File: config.mk
export PLATFORM = sky130hd
export DESIGN_NAME = pt_decode_stream
export DESIGN_NICKNAME = d
export VERILOG_FILES = /design/src/rtl/pt_decode_stream.sv
export SDC_FILE = /design/constraint.sdc
export NUM_CORES = 1
export LEC_CHECK = 0
export CAP_MARGIN = 30
export CORE_AREA = 2 2 90 92
export DETAILED_ROUTE_END_ITERATION = 10
export DIE_AREA = 0 0 92 94
export PLACE_DENSITY = 0.72
export SYNTH_ARGS = -nofsm -noshare
export SYNTH_HDL_FRONTEND = slang
export SYNTH_SLANG_ARGS = --single-unit
File: constraint.sdc
create_clock -name clk -period 1.7 [get_ports clk]
set_clock_uncertainty 0.2 [all_clocks]
set_input_delay 0.34 -clock clk [delete_from_list [all_inputs] [get_ports clk]]
set_output_delay 0.34 -clock clk [all_outputs]
set_load 0.01 [all_outputs]
File: src/rtl/pt_decode_stream.sv
// Plaintext decode engine: recovers round(x/DELTA) mod T per phase coefficient
// using a bit-serial restoring divider, with index/last framing and sticky error flags.
module pt_decode_stream #(
    parameter int unsigned N      = 4,
    parameter int unsigned W      = 11,
    parameter int unsigned QP     = 1024,
    parameter int unsigned DELTAP = 16
) (
    input  logic                 clk,
    input  logic                 rst_n,
    input  logic                 in_valid,
    output logic                 in_ready,
    input  logic [W-1:0]         in_coef,
    input  logic                 in_last,
    output logic                 out_valid,
    input  logic                 out_ready,
    output logic [W-1:0]         out_coef,
    output logic                 out_last,
    output logic [$clog2(N)-1:0] out_idx,
    output logic                 err_range,
    output logic                 err_frame,
    input  logic                 err_clr
);
    localparam int unsigned TP = QP / DELTAP;
    localparam int unsigned IW = $clog2(N);
    localparam int unsigned CW = $clog2(W + 2);

    typedef enum logic [1:0] {IDLE, DIV, HOLD} state_t;

    state_t        state, state_d;
    logic          in_ready_d, out_valid_d, out_last_d, last_q, last_q_d;
    logic [W-1:0]  out_coef_d;
    logic [IW-1:0] out_idx_d, idx, idx_d;
    logic [W:0]    dvd, dvd_d, rem, rem_d, quo, quo_d;
    logic [CW-1:0] cnt, cnt_d;
    logic          err_range_d, err_frame_d;

    logic [W+1:0]  trial;
    logic          qbit;
    logic [W:0]    rem_nx, quo_nx, quo_wr;
    logic          idx_end;

    // One restoring-division step plus the single conditional wrap into [0,T)
    always_comb begin
        trial   = {rem, dvd[W]};
        qbit    = (trial >= (W+2)'(DELTAP));
        rem_nx  = qbit ? (W+1)'(trial - (W+2)'(DELTAP)) : (W+1)'(trial);
        quo_nx  = {quo[W-1:0], qbit};
        quo_wr  = (quo_nx >= (W+1)'(TP)) ? (quo_nx - (W+1)'(TP)) : quo_nx;
        idx_end = (idx == IW'(N - 1));
    end

    // Next-state and registered-output logic
    always_comb begin
        state_d     = state;
        out_valid_d = out_valid;
        out_coef_d  = out_coef;
        out_last_d  = out_last;
        out_idx_d   = out_idx;
        idx_d       = idx;
        last_q_d    = last_q;
        dvd_d       = dvd;
        rem_d       = rem;
        quo_d       = quo;
        cnt_d       = cnt;
        err_range_d = err_clr ? 1'b0 : err_range;
        err_frame_d = err_clr ? 1'b0 : err_frame;

        case (state)
            IDLE: begin
                if (in_valid && in_ready) begin
                    // Out-of-range phase divides a zero dividend, yielding 0
                    if ({1'b0, in_coef} >= (W+1)'(QP)) begin
                        err_range_d = 1'b1;
                        dvd_d       = '0;
                    end else begin
                        dvd_d = {1'b0, in_coef} + (W+1)'(DELTAP / 2);
                    end
                    if (in_last != idx_end) begin
                        err_frame_d = 1'b1;
                    end
                    last_q_d = in_last;
                    rem_d    = '0;
                    quo_d    = '0;
                    cnt_d    = '0;
                    state_d  = DIV;
                end
            end
            DIV: begin
                rem_d = rem_nx;
                quo_d = quo_nx;
                dvd_d = {dvd[W-1:0], 1'b0};
                cnt_d = cnt + CW'(1);
                if (cnt == CW'(W)) begin
                    out_coef_d  = W'(quo_wr);
                    out_idx_d   = idx;
                    out_last_d  = idx_end;
                    out_valid_d = 1'b1;
                    state_d     = HOLD;
                end
            end
            HOLD: begin
                if (out_ready) begin
                    out_valid_d = 1'b0;
                    // An early in_last realigns the next frame to slot 0
                    idx_d       = (idx_end || last_q) ? '0 : idx + IW'(1);
                    state_d     = IDLE;
                end
            end
            default: state_d = IDLE;
        endcase

        in_ready_d = (state_d == IDLE);
    end

    always_ff @(posedge clk or negedge rst_n) begin
        if (!rst_n) begin
            state     <= IDLE;
            in_ready  <= 1'b0;
            out_valid <= 1'b0;
            out_coef  <= '0;
            out_last  <= 1'b0;
            out_idx   <= '0;
            idx       <= '0;
            last_q    <= 1'b0;
            dvd       <= '0;
            rem       <= '0;
            quo       <= '0;
            cnt       <= '0;
            err_range <= 1'b0;
            err_frame <= 1'b0;
        end else begin
            state     <= state_d;
            in_ready  <= in_ready_d;
            out_valid <= out_valid_d;
            out_coef  <= out_coef_d;
            out_last  <= out_last_d;
            out_idx   <= out_idx_d;
            idx       <= idx_d;
            last_q    <= last_q_d;
            dvd       <= dvd_d;
            rem       <= rem_d;
            quo       <= quo_d;
            cnt       <= cnt_d;
            err_range <= err_range_d;
            err_frame <= err_frame_d;
        end
    end
endmodule

# After elaboration in Yosys (flattened, before gate mapping)
# Index checks and enable logic that the tools add are counted.
# totals
reg_bits	62
in_bits	17
out_inout_bits	18
wordCells	67
# classes
n_addsub	5
magnitude_cmp	3
eq_ne	8
muxes	26
reduce_logical	11
# ops
operator	count
2-to-1 mux 12 bit	4
case mux 12 bit (2 select lines)	2
case mux 11 bit (2 select lines)	1
greater-or-equal comparator 13 x 5 -> 1 bit, second input constant	1
adder 11 x 4 -> 12 bit, second input constant	1
greater-or-equal comparator 12 x 7 -> 1 bit, second input constant	1
subtractor 12 x 5 -> 12 bit, second input constant	1
greater-or-equal comparator 11 bit, second input constant	1
2-to-1 mux 11 bit	1
subtractor 11 x 7 -> 11 bit, second input constant	1
2-to-1 mux 1 bit	10
2-to-1 mux 2 bit	4
case mux 4 bit (2 select lines)	1
AND reduction 2 bit	4
!= test 2 bit, second input constant	3
case mux 2 bit (3 select lines)	1
adder 4 x 1 -> 4 bit, second input constant	1
== test 2 bit, second input constant	2
== test 4 bit, second input constant	1
logical NOT 2 bit	2
2-to-1 mux 4 bit	1
nonzero test 2 bit	2
AND reduction 3 bit	1
adder 2 x 1 -> 2 bit, second input constant	1
other kinds (5)	5

# Longest topological paths before layout
# Gate-level depths: netlist of the first run.
# depth
ltp_word	5
mapped_depth	7
ltp_nobuf	7

# Least setup slack after synthesis of the first run
# OpenSTA, ideal clock, no wires.
# synth_path
path_type	register to register
start	reg quo[5]
end	reg out_coef[7]
setup_time_ps	76
arrival_ps	1623
required_time_ps	1424
slack_ps	-199
path_stages_with_launch	8
path_buffers	0
synth_period_minus_slack_ps	1899
path_cell_list	dfrtp_1 > inv_1 > ha_1 > or2b_1 > nor3_1 > o211ai_4 > and2_4 > o21ai_1
# synth_between
elab_chain_cells	2
elab_cells_between_ends	3
cone_classes	1 x add/sub; 1 x order compare; 1 x mux
# synth_lines
item	line_no	text
start: declaration	34	logic [W:0] dvd, dvd_d, rem, rem_d, quo, quo_d;
start signal: assignment	143	quo <= quo_d;
subtractor 11 x 7 -> 11 bit or greater-or-equal comparator 12 x 7 -> 1 bit (tied branches)	49	quo_wr = (quo_nx >= (W+1)'(TP)) ? (quo_nx - (W+1)'(TP)) : quo_nx;
2-to-1 mux 11 bit (*)	49	
end signal: assignment	136	out_coef <= out_coef_d;
end: declaration	17	output logic [W-1:0] out_coef,
# Mark *: on every way between the ends. The rest lies on a longest branch, timed or not.
# A chain may end at the register's enable or synchronous reset.

# Worst setup path after layout of the first run
# layout_path
start	reg rem[2]
end	reg out_coef[6]
# layout_between
elab_chain_cells	3
elab_cells_between_ends	4
cone_classes	1 x add/sub; 2 x order compare; 1 x mux
# layout_lines
item	line_no	text
start: declaration	34	
start signal: assignment	142	rem <= rem_d;
greater-or-equal comparator 13 x 5 -> 1 bit (*)	46	qbit = (trial >= (W+2)'(DELTAP));
subtractor 11 x 7 -> 11 bit or greater-or-equal comparator 12 x 7 -> 1 bit (tied branches)	49	
2-to-1 mux 11 bit (*)	49	
# Marked as above.

==> metrics.txt, run 1 <==
Final Max Tran Viols 0; Mapped Cells 304; Clock Sink Count 62; Fin. Hold Viols 0; Root Driver clkbuf_8; Logic pwr share 46.0%; Worst path slowest cell or4_4; # fillers 679; first-pass GRT wire length 11.5 mm; sequential power share 36.0%; Die H 94 microns; Detail Placement HPWL 4.52 mm; most frequently used flop master after synthesis dfrtp_1; Placer Congestion 0.799; clock period minus worst slack 2.05 ns; Critical Path AT 2.11 ns; Port Buffers 34; H-Tree Depth 3; design area 0.00402 sq mm; Seq/Total Area, Yosys 53.8%; CTS tree done; Max stage delay on crit path 0.57 ns; fin crit share 120%; DR WL met2 3.17 mm; GRT Total Usage 16.8%; Final ANT Viol Nets 0; ys async rst share 100%; CP startpoint kind flip-flop; Worst VDD drop 0.741 mV; fin worst setup slack -0.348 ns; Max Fclk 0.488 GHz; Place WS -0.438 ns; crit-path cells or4_4, o2111ai_4, o211ai_4, xnor2_2, o21ai_1; Worst Max-Slew Pin Slew 0.358 ns; DR top layer met4; Syn Std Cell Area 0.00289 sq mm; Layout area overhead 39.2%; CP required 1.76 ns; initial DRC count 144; clock buffer depth 2; Worst slew margin 76.1%; die area 0.00865 sq mm; total wire length 6.63 mm; n_diodes 0; worst hold path class reg2reg; MaxCap Viol Count 0; status complete, but fails checks; failing checks setup timing; Synth cell types 42; WL/cell 13.2 microns; die span in x 92 microns; sequential cell area 0.00155 sq mm; final hold slack 0.259 ns; internal power 4.32 mW; largest net degree at the start of global routing 63; WL met3 260 microns; DRT met1 WL 3.04 mm; share of cells above drive strength 1 24.1%; detailed-route via count 2,456; vias in the first global route 2,483; Yosys reg bits 62; via-per-instance ratio 4.90; Post-DP Area 0.00370 sq mm; Core Region 0.00761 sq mm; Post-synth EDFFs 0; sw frac 37.4%; CP Max Fanout 7; Initial Utilization 37.9%; DRC violation count after routing 0; Syn Area/Cell 9.49 sq um; Nets 418; clock buffer count from CTS 9; TritonRoute pass-1 iters 4; Clk network pwr share 18.0%; Clock transition at path regs 0.07 ns; Pleak 1.97 nW; I/O Pins 35; nature of the critical path endpoint flip-flop; Post-Syn Nets 328; P per Cell Area 1720 mW/mm^2; Skew-Pair Late Insertion Delay 0.34 ns; Rows 32; Syn. warnings 0; setup violators final 15; RSZ-0062 raised after global routing true; critical path type reg2reg; GR Overflow Total 0; initial antenna violation count 0; area occupied by multi-input gates 0.00133 sq mm; Net Switching 2.58 mW
## sequential cells by signal, indices dropped and copies added (netlist names), 2 cells and up
signal and flops:
quo 11, out_idx 2, out_coef 11, cnt 4, idx 2, dvd 12, rem 12, state 2
## layer usage
metal / track usage (%) / vias up
li1: - / 1218
met1: 22.0 / 1170
met2: 26.7 / 58
met3: 4.41 / 10
met4: 6.47 / 0
met5: 0 / -
## per-stage QoR
step           setup TNS [ns]  utilization, %  instances  power, mW
6_report                -4.16            52.8        501       6.89
5_1_grt                 -5.22            52.8        501       7.44
4_1_cts                 -3.25            51.6        496       6.73
3_5_place_dp           -12.14            48.7        476       5.53
3_3_place_gp           -10.16            48.7        476       5.41
2_1_floorplan           -1.12               -        304       4.12
## final timing paths
kind / from / endpoint / cells past startpoint / slack [ns]
setup / recovery: rem[2] / out_coef[6] / 5 / -0.35
hold / removal: out_coef[0] / out_coef[0] / 2 / 0.26
setup reg to reg: rem[2] / out_coef[6] / 5 / -0.35
hold reg to reg: out_coef[0] / out_coef[0] / 2 / 0.26
max in group asynchronous: rst_n / state[1] / 3 / 0.67
min in group asynchronous: rst_n / dvd[4] / 3 / 0.33
## synthesized netlist by cell type, types with 2 or more instances
cell / count / area [sq um]
a221o_1: 2 / 20.0
o21ai_0: 23 / 115
ha_1: 7 / 87.6
o21ai_1: 4 / 20.0
o31ai_1: 5 / 37.5
buf_2: 2 / 10.0
a31oi_1: 3 / 18.8
nand2b_1: 4 / 25.0
nand3b_1: 3 / 22.5
xnor2_1: 4 / 35.0
clkbuf_1: 11 / 41.3
nor4_1: 4 / 25.0
nand2_1: 83 / 312
a22oi_1: 7 / 52.6
nor2_1: 14 / 52.6
dfrtp_1: 62 / 1550
inv_1: 9 / 33.8
xor2_1: 8 / 70.1
nand3_1: 26 / 130
## layout make-up
type	count	share of cell area, %
clock buffers	12	3.37
repair buffers	93	19.6
well taps	102	3.18
flip-flops and latches	62	38.7
clock inverters	4	1.18
multi-input cells	219	33.2
inverters	9	0.841
## cell usage in the layout, fill, tap and decap left out, types with 2 or more instances in the layout
| master | instances |
|---|---|
| a221o_1 | 2 |
| a22oi_1 | 5 |
| a22oi_2 | 2 |
| a31oi_1 | 3 |
| and2_4 | 2 |
| buf_12 | 2 |
| buf_4 | 55 |
| clkbuf_1 | 3 |
| clkbuf_8 | 9 |
| clkdlybuf4s50_1 | 15 |
| clkinv_2 | 2 |
| dfrtp_1 | 61 |
| dlygate4sd2_1 | 18 |
| ha_1 | 7 |
| inv_1 | 9 |
| nand2_1 | 81 |
| nand2_2 | 2 |
| nand2b_1 | 3 |
| nand3_1 | 26 |
| nand3b_1 | 3 |
| nor2_1 | 12 |
| nor3_2 | 2 |
| nor4_1 | 4 |
| o21ai_0 | 13 |
| o21ai_1 | 11 |
| o21ai_2 | 3 |
| o31ai_1 | 4 |
| xnor2_1 | 3 |
| xor2_1 | 8 |
## cell families (layout without fill, tap and decap cells)
kind of cell | count (synthesis) | in the layout | share of synthesized area, %
fa+ha+maj | 7 | 7 | 3.04
compound gates | 52 | 52 | 12.4
flops | 62 | 62 | 53.8
simple gates | 148 | 148 | 24.1
buf+inv | 23 | 118 | 3.08
xor+xnor | 12 | 12 | 3.64
## power groups by stage
stage,clock network (mW),registers (mW),logic (mW)
floorplan,0,2.55,1.57
global placement,0,2.46,2.94
detailed placement,0,2.48,3.04
CTS,1.25,2.47,3.00
global route,1.34,2.56,3.55
finish,1.24,2.48,3.17
## what timing repair did
| item | CTS | global route |
|---|---|---|
| hold buffers | 1 | 0 |
| pin swaps | 2 | 11 |
| gates resized for setup | 25 | 18 |
| setup buffers | 3 | 6 |
| setup endpoints to repair | 41 | 29 |
| endpoints found under the hold margin | 62 | 0 |
## worst max-delay path: cells and delay by family, from the launching register on
family	cells	cell delay, ns
xor gates and xnor gates	1	0.15
and+or+nand+nor	1	0.57
DFF	1	0.38
AOI/OAI and AO/OA	3	0.67
Power figures use the tool's default switching activity.
==> inputs of run 2 (changes only) <==
Settings changed: PLACE_DENSITY 0.72 to default, PLACE_DENSITY_LB_ADDON from default to 0.25, SETUP_SLACK_MARGIN from default to 0.1.
==> run 2 against run 1 <==
Net effect: the flow still finishes with violations (setup timing); design area up 6.3%; critical path depth up 1; routed wire length up 2.8%; cell count up 2.6%; first-iteration DRC count down 4.2%; sequential power about the same; sequential cell count unchanged; worst hold slack better by 0.0079 ns; utilization up 3.3 points; clock power about the same; register-to-register slack better by 0.03 ns; via count up 1.3%.
==> metrics.txt, run 2 (synthesis results as in run 1) <==
Final ANT Viol Nets 0 (unchanged); RSZ-0062 raised after global routing true; Pleak 2.07 nW (+5.0%); WL met3 196 microns (-25%); fin crit share 119% (-1.8 points); die span in x 92 microns (unchanged); placed cells 484 (+1.7%); die area 0.00865 sq mm (unchanged); Fin. Hold Viols 0 (unchanged); CP Max Fanout 7 (unchanged); first-pass GRT wire length 11.8 mm (+2.3%); GR Overflow Total 0 (unchanged); MaxCap Viol Count 0 (unchanged); Port Buffers 34 (unchanged); CTS tree done; I/O Pins 35 (unchanged); sw frac 37.4% (about the same); area occupied by multi-input gates 0.00142 sq mm (+6.9%); Clock Sink Count 62 (unchanged); largest net degree at the start of global routing 63 (unchanged); Max Fclk 0.496 GHz (+1.6%); nature of the critical path endpoint flip-flop; DRC violation count after routing 0 (unchanged); critical path type reg2reg; initial DRC count 138 (-4.2%); Worst slew margin 75.7% (-0.42 points); total wire length 6.81 mm (+2.8%); Placer Congestion 0.788 (-1.4%); r2r setup slk -0.32 ns (+0.03 ns); final std cells w/o fill 514 (+2.6%); # fillers 687 (+1.2%); most common cell after layout, fill and taps aside nand2_1; critical path's top delay family simple AND/OR/NAND/NOR gates; Clk network pwr share 16.9% (-1.1 points); worst path bufs/invs 2 (+2); Detail Placement HPWL 4.48 mm (-0.94%); H-Tree Depth 3 (unchanged); clock period minus worst slack 2.02 ns (-0.0314 ns); DRT met1 WL 3.01 mm (-1.0%); Layout area overhead 48.0%; sequential power share 34.3% (-1.7 points); via-per-instance ratio 4.84 (-1.3%); GRT Total Usage 17.2% (+0.40 points); status complete, but fails checks; failing checks setup timing; n_diodes 0 (unchanged); share of cells above drive strength 1 30.3% (+6.3 points); CP startpoint kind flip-flop; TritonRoute pass-1 iters 6 (+2); Critical Path AT 2.07 ns (-0.04 ns); Clock transition at path regs 0.07 ns (about the same); Die H 94 microns (unchanged); Max stage delay on crit path 0.57 ns (about the same); Worst Max-Slew Pin Slew 0.362 ns (+0.00369 ns); crit-path cells or4_4, o2111ai_4, buf_4, buf_6, nand2_2, o21ai_0; most frequent cells in the layout nand2_1, dfrtp_1, buf_4, nand3_1, dlygate4sd2_1; Rows 32 (unchanged); worst hold path class reg2reg; DR top layer met4; detailed-route via count 2,488 (+1.3%); setup violators final 15 (unchanged); Initial Utilization 37.9% (unchanged); CP required 1.76 ns (about the same); clock buffer depth 2 (unchanged); Worst VDD drop 0.655 mV (-12%); Net Switching 2.70 mW (+4.8%); fin worst setup slack -0.317 ns (+0.0314 ns); DR WL met2 3.49 mm (+9.9%); Nets 431 (+3.1%); clock buffer count from CTS 9 (unchanged); Logic pwr share 48.9% (+2.9 points); Core Region 0.00761 sq mm (unchanged); top flop regs dvd x12, rem x12; initial antenna violation count 0 (unchanged); internal power 4.53 mW (+4.9%); Worst path slowest cell or4_4; sequential cell area 0.00155 sq mm (unchanged); Place WS -0.464 ns (-0.0253 ns); Skew-Pair Late Insertion Delay 0.34 ns (about the same); vias in the first global route 2,488 (+0.20%); P per Cell Area 1690 mW/mm^2 (-1.4%); WL/cell 13.3 microns (+0.18%); Final Max Tran Viols 0 (unchanged); post-route setup TNS -3.74 ns (+0.417 ns); Root Driver clkbuf_8
-- run 2: metrics by stage --
step,instance area (sq um),utilization (%),power (mW),hold WS (ns)
floorplan,2920,-,4.18,-0.156
global placement,3800,49.9,5.61,0.176
detailed placement,3800,49.9,5.70,0.179
CTS,4090,53.7,7.03,0.272
global route,4270,56.1,7.82,0.292
finish,4270,56.1,7.23,0.267
-- run 2: worst paths after layout --
| kind | startpoint | cells past startpoint | endpoint |
|---|---|---|---|
| setup / recovery | dvd[11] | 6 | rem[5] |
| hold / removal | out_coef[5] | 2 | out_coef[5] |
| setup reg to reg | dvd[11] | 6 | rem[5] |
| hold reg to reg | out_coef[5] | 2 | out_coef[5] |
| max in group asynchronous | rst_n | 3 | state[1] |
| min in group asynchronous | rst_n | 3 | out_coef[2] |
-- run 2: worst reg2reg max path: cells and delay by family, from the launching register on --
kind | cells | cell delay, ns
buf+inv | 2 | 0.26
flops | 1 | 0.38
simple gates | 2 | 0.62
compound gates | 2 | 0.47
-- run 2: power by group through the flow --
stage | Combinational (mW) | Sequential (mW) | Clock [mW]
global placement | 3.16 | 2.45 | 0
finish | 3.53 | 2.48 | 1.22
detailed placement | 3.23 | 2.47 | 0
global route | 3.94 | 2.55 | 1.33
CTS | 3.32 | 2.46 | 1.25
floorplan | 1.62 | 2.55 | 0
-- run 2: layout make-up --
type / count / share of cell area [%]
clock buffers: 14 / 4.04
clock inverters: 2 / 0.352
inverters: 9 / 0.791
multi-input cells: 220 / 33.3
flip-flops and latches: 62 / 36.4
well taps: 102 / 2.99
repair buffers: 105 / 22.1
-- run 2: timing repair --
action	CTS	global route
endpoints found under the setup margin	57	38
hold buffers	1	0
cloned	1	2
endpoints found under the hold margin	62	0
buffers inserted	4	6
resized for setup	43	30
pin swaps	9	15
-- run 2: per-layer routing --
layer / track usage, % / up-vias
met5: 0 / -
met1: 21.2 / 1181
met4: 5.60 / 0
met2: 30.5 / 47
li1: - / 1251
met3: 3.13 / 9
==> inputs of run 3 (changes only) <==
Settings changed: HOLD_SLACK_MARGIN from default to 0.12.
==> results of run 3 <==
No change in the layout: final DEF, timing and power equal those of run 2.
